**config.mk**
```make
export PLATFORM = sky130hd
export DESIGN_NAME = lsu_ctrl
export DESIGN_NICKNAME = d
export VERILOG_FILES = /design/src/rtl/lsu_pkg.sv /design/src/rtl/lsu_align.sv /design/src/rtl/lsu_ctrl.sv
export SDC_FILE = /design/constraint.sdc
export NUM_CORES = 1
export LEC_CHECK = 0
export BUFFER_PORTS_ARGS = -buffer_cell sky130_fd_sc_hd__buf_2
export CORE_UTILIZATION = 49
export DETAILED_ROUTE_END_ITERATION = 8
export GPL_ROUTABILITY_DRIVEN = 0
export GPL_TIMING_DRIVEN = 0
export MAX_ROUTING_LAYER = met4
export PLACE_DENSITY = 0.81
export SLEW_MARGIN = 40
export SYNTH_ARGS = -nofsm -noshare
export SYNTH_HDL_FRONTEND = slang
export SYNTH_SLANG_ARGS = --single-unit
export TNS_END_PERCENT = 10
```
**constraint.sdc**
```tcl
create_clock -name clk -period 4 [get_ports clk]
set_clock_uncertainty 0.15 [all_clocks]
set_input_delay 0.4 -clock clk [delete_from_list [all_inputs] [get_ports clk]]
set_output_delay 0.4 -clock clk [all_outputs]
set_load 0.02 [all_outputs]
```
**src/rtl/lsu_pkg.sv**
```systemverilog
// Shared definitions for the load/store unit: access sizes, FSM states and
// the request legality check.
package lsu_pkg;

  localparam logic [1:0] SIZE_BYTE = 2'b00;
  localparam logic [1:0] SIZE_HALF = 2'b01;
  localparam logic [1:0] SIZE_WORD = 2'b10;
  localparam logic [1:0] SIZE_BAD  = 2'b11;

  typedef enum logic [1:0] {
    IDLE     = 2'b00,
    LOAD     = 2'b01,
    RMW_READ = 2'b10,
    WRITE    = 2'b11
  } lsu_state_t;

  // A request is illegal for a reserved size, a misaligned half/word, or an
  // address whose 4-byte window runs past the end of memory. The range test
  // is done by the caller because it depends on the address width.
  function automatic logic access_error(input logic [1:0] size,
                                        input logic [1:0] addr_lo,
                                        input logic       out_of_range);
    logic bad;
    bad = 1'b0;
    if (size == SIZE_BAD) bad = 1'b1;
    if ((size == SIZE_HALF) && addr_lo[0]) bad = 1'b1;
    if ((size == SIZE_WORD) && (addr_lo != 2'b00)) bad = 1'b1;
    if (out_of_range) bad = 1'b1;
    return bad;
  endfunction

endpackage

```
**src/rtl/lsu_align.sv**
```systemverilog
// Combinational data path of the load/store unit. The memory word holds
// bytes A..A+3 big-endian, so the addressed byte/half is always at the top.
module lsu_align
  import lsu_pkg::*;
(
  input  logic [1:0]  size,
  input  logic        sign_ext,
  input  logic [31:0] mem_word,
  input  logic [31:0] wdata,
  output logic [31:0] load_value,
  output logic [31:0] merge_value
);

  // Load extraction with sign/zero extension, and sub-word store merge.
  always_comb begin
    load_value  = mem_word;
    merge_value = wdata;
    case (size)
      SIZE_BYTE: begin
        load_value  = {{24{sign_ext & mem_word[31]}}, mem_word[31:24]};
        merge_value = {wdata[7:0], mem_word[23:0]};
      end
      SIZE_HALF: begin
        load_value  = {{16{sign_ext & mem_word[31]}}, mem_word[31:16]};
        merge_value = {wdata[15:0], mem_word[15:0]};
      end
      default: begin
        load_value  = mem_word;
        merge_value = wdata;
      end
    endcase
  end

endmodule

```
**src/rtl/lsu_ctrl.sv**
```systemverilog
// Load/store unit in front of a word-wide, big-endian data memory that only
// writes whole words. Sub-word stores become a read-modify-write; every
// request gets exactly one registered response.
module lsu_ctrl
  import lsu_pkg::*;
#(
  parameter int MEM_BYTES = 1024,
  parameter int ADDR_W    = 32
) (
  input  logic              clk,
  input  logic              reset,
  input  logic              req_valid,
  output logic              req_ready,
  input  logic              req_write,
  input  logic [1:0]        req_size,
  input  logic              req_signed,
  input  logic [ADDR_W-1:0] req_addr,
  input  logic [31:0]       req_wdata,
  output logic              resp_valid,
  output logic [31:0]       resp_rdata,
  output logic              resp_err,
  output logic [ADDR_W-1:0] mem_address,
  output logic [31:0]       mem_writedata,
  output logic              mem_writeenable,
  input  logic [31:0]       mem_data
);

  localparam logic [ADDR_W-1:0] LAST_ADDR = ADDR_W'(MEM_BYTES - 4);

  lsu_state_t        state;
  lsu_state_t        state_next;
  logic [1:0]        op_size;
  logic              op_signed;
  logic [ADDR_W-1:0] op_addr;
  // Word to be written in WRITE: raw wdata at accept, merged word after RMW_READ.
  logic [31:0]       write_word;
  logic [31:0]       load_value;
  logic [31:0]       merge_value;
  logic              accept;
  logic              req_err;

  assign req_ready = (state == IDLE);
  assign accept    = req_valid && req_ready;
  assign req_err   = access_error(req_size, req_addr[1:0], req_addr > LAST_ADDR);

  // Memory-side outputs decode straight from the state register so an
  // asynchronous reset drops the write strobe immediately.
  assign mem_writeenable = (state == WRITE);
  assign mem_address     = (state == IDLE) ? '0 : op_addr;
  assign mem_writedata   = (state == WRITE) ? write_word : 32'd0;

  lsu_align u_align (
    .size        (op_size),
    .sign_ext    (op_signed),
    .mem_word    (mem_data),
    .wdata       (write_word),
    .load_value  (load_value),
    .merge_value (merge_value)
  );

  // State register.
  always_ff @(posedge clk or posedge reset) begin
    if (reset) state <= IDLE;
    else       state <= state_next;
  end

  // Next-state logic; illegal requests never leave IDLE.
  always_comb begin
    state_next = state;
    case (state)
      IDLE: begin
        if (accept && !req_err) begin
          if (!req_write)                 state_next = LOAD;
          else if (req_size == SIZE_WORD) state_next = WRITE;
          else                            state_next = RMW_READ;
        end
      end
      LOAD:     state_next = IDLE;
      RMW_READ: state_next = WRITE;
      WRITE:    state_next = IDLE;
      default:  state_next = IDLE;
    endcase
  end

  // Request latch, merge register and one-cycle response pulse.
  always_ff @(posedge clk or posedge reset) begin
    if (reset) begin
      op_size    <= SIZE_BYTE;
      op_signed  <= 1'b0;
      op_addr    <= '0;
      write_word <= 32'd0;
      resp_valid <= 1'b0;
      resp_err   <= 1'b0;
      resp_rdata <= 32'd0;
    end else begin
      resp_valid <= 1'b0;
      resp_err   <= 1'b0;
      resp_rdata <= 32'd0;
      case (state)
        IDLE: begin
          if (accept) begin
            op_size    <= req_size;
            op_signed  <= req_signed;
            op_addr    <= req_addr;
            write_word <= req_wdata;
            if (req_err) begin
              resp_valid <= 1'b1;
              resp_err   <= 1'b1;
            end
          end
        end
        LOAD: begin
          resp_valid <= 1'b1;
          resp_rdata <= load_value;
        end
        RMW_READ: write_word <= merge_value;
        WRITE:    resp_valid <= 1'b1;
        default: ;
      endcase
    end
  end

endmodule
```
==> results.ini <==
[hold_path]
min_to=op_signed$_DFFE_PP0P_
worstHoldPathType=primary input to register
hold_path_startpoint=req_signed
hold_depth=3

[setup_path]
r2r_slack_ns=2.04
timing.rr.end=op_addr[29]$_DFFE_PP0P_
path_class=register to output pin
crit_path_start=state[0]$_DFFE_PP0P_
r2r.worst_path.cells=6
cp-start-kind=register
endpoint_kind=output pin
cp.required_ns=3.45
arrival_ns=2.08
worstReg2RegStart=state[0]$_DFFE_PP0P_
path_max_fanout=10

[floorplanning]
chipWidth_microns=103
initial_core_util_pct=51.0
die_area_sq_mm=0.0107
fp.coreArea_sq_mm=0.00986
rows=36
io_pins=203
die-height_microns=103

[power]
p_per_area_mw_per_mm2=326
p_leak_uw=0.00368
clkPwrFrac_pct=31.9
switchingPower_uw=586
ir_drop_mv=0.191
switching_share_pct=27.8
p_comb_share_pct=14.0
p_total_uw=2110
seq_power_share_pct=54.1
internal_power_uw=1520

[cells_and_area]
antenna-diode-count=0
area_growth_pct=28.2
final_util_pct=65.4
fill_cells=836
seq_area_sq_mm=0.00258
drive_gt1_share_pct=32.8
multi_input_area_sq_mm=0.00212
nets=863

[clock_tree]
ctsLongestPathBuffers=2
insertion_delay_ns=0.37
cts_buffers=9
htree_levels=3
cts.clk_slew.worst_paths_ns=0.10
clock-sinks=103
cts_setup_buffers=0
cts_tree=built
cts_resized=0
root_buffer=clkbuf_8

[synthesis]
avgSynthCellArea_sq_um=9.24
synth.most_common_cell=nand2_1
ys_ff_latch=103
yosys.area.top_type=dfrtp_1
yosysSeqAreaShare_pct=51.2
yosysTopAreaCellShare_pct=51.2
ys_types=30
synth-edff-count=0
ys_top_cells_by_area=dfrtp_1 (51%), nand2_1 (9.0%), mux2i_1 (8.0%)
synth_ff_type=dfrtp_1
netlist_instances=545
async_flop_share_pct=100
synth_area_sq_mm=0.00503
ys_warn_count=0
synth_nets=648
synth_common_cells=nand2_1 (121), dfrtp_1 (103), mux2i_1 (40), nor2_1 (40)

[route]
dr.pass1.iters=4
viasPerCell=5.25
drc=0
wire_per_inst_microns=16.5
drt_wl_total_mm=14.8
drt_iter0_drc=263
ant_nets=0
vias=4714

[global_routing]
grt_max_degree=66
grt_pass1_wl_mm=22.6
grt_pass1_vias=4607
busiest_layer=met2
grt_util_met3_pct=5.04
met1_usage_pct=39.4
grt.overflow.total=0
use_met2_pct=44.1
antenna_found_initial=0
grt_use_total_pct=29.3

[sta]
setup_viol_count_final=0
slew_headroom_pct=62.0
fin_crit_sh_pct=65.7
finalMaxSlewViolations=0
fin_crit_ns=2.63
max_clock_freq_ghz=0.380
tightest_slew_ns=0.571
whs_ns=0.0804
rsz0062_at_grt=false
hold_viol_final=0

[status]
status=finished, final reports clean

[job]
max_cap_viol_count=0

[placed_design]
port_buffers=202
hpwlAfterDp_mm=11.3

## area by class of cell
| type | count | area share [%] |
|---|---|---|
| clock buffer | 9 | 1.92 |
| multi-input combinational | 378 | 32.9 |
| tap | 133 | 2.58 |
| sequential | 103 | 39.9 |
| buffer | 42 | 3.88 |
| timing repair buffer | 204 | 16.2 |
| inverter | 22 | 1.40 |
| clock inverter | 7 | 1.12 |
## layer usage
metal	part of all wire, %	up-vias	wire length [microns]
met5	0	-	0
met4	2.4	0	359
met3	5.5	30	819
met2	47	196	6950
met1	45	2245	6650
li1	-	2243	-
## sequential cells by signal (all words and copies together) (netlist names)
name	flops
state	2
resp_rdata	32
resp_valid	1
op_signed	1
write_word	32
op_addr	32
op_size	2
resp_err	1
## through the flow
stage | setup TNS [ns] | worst slack, ns | cells | area (sq um)
after global placement | -35.64 | -0.352 | 880 | 6210
after CTS | 0 | 1.39 | 898 | 6450
final | 0 | 1.37 | 898 | 6450
after global routing | 0 | 1.26 | 898 | 6450
after detailed placement | 0 | 1.81 | 881 | 6250
after floorplan | 0 | 0.746 | 545 | 5030
## placed cells by master, fill, tap and decap left out, drive strengths merged, types with 2 or more instances in the layout
cell and n:
o21ai 20, a21o 16, mux2i 40, a21oi 34
clkbuf 25, buf 229, clkinv 3, inv 23
and3 33, a22oi 7, nor2b 34, nand2 121
clkinvlp 2, a211oi 16, dfrtp 103, nor4 5
nor3 2, nor2 40, nand4 3
## how the worst max path moves through the flow
stage,to,slack [ns],cells after the start
floorplan,op_addr[0]$_DFFE_PP0P_,0.75,1
global placement,resp_rdata[28]$_DFF_PP0_,-0.35,2
detailed placement,mem_address[2],1.81,5
CTS,mem_address[2],1.39,5
global route,mem_address[2],1.26,5
finish,mem_address[16],1.37,5
## power by group through the flow
stage | clock (uW) | combinational, uW | sequential [uW]
6_report | 673 | 294 | 1140
3_3_place_gp | 0 | 279 | 1160
3_5_place_dp | 0 | 292 | 1160
5_1_grt | 716 | 328 | 1150
2_1_floorplan | 0 | 176 | 1150
4_1_cts | 681 | 294 | 1140
## cell families (layout without fill, tap and decap cells)
kind of cell,Yosys count,after routing,synth area share (%)
AO/OA/AOI/OAI,97,97,12.1
buffers and inverters,64,284,6.61
flip-flops,103,103,51.2
multiplexers,40,40,7.95
AND/OR/NAND/NOR,241,241,22.1
## worst max-delay path, stage by stage, from the launching register on
cell      delay, ns
dfrtp_1        0.37
buf_4          0.17
nor2_1         0.42
clkbuf_1       0.44
nor2b_1        0.12
buf_2          0.18
## repair_timing
| action | 4_1_cts | 5_1_grt |
|---|---|---|
| hold endpoints to repair | 38 | 0 |
| endpoints found under the setup margin | 0 | 0 |
| hold buffers | 1 | 0 |
(Power assumes the default switching activity.)
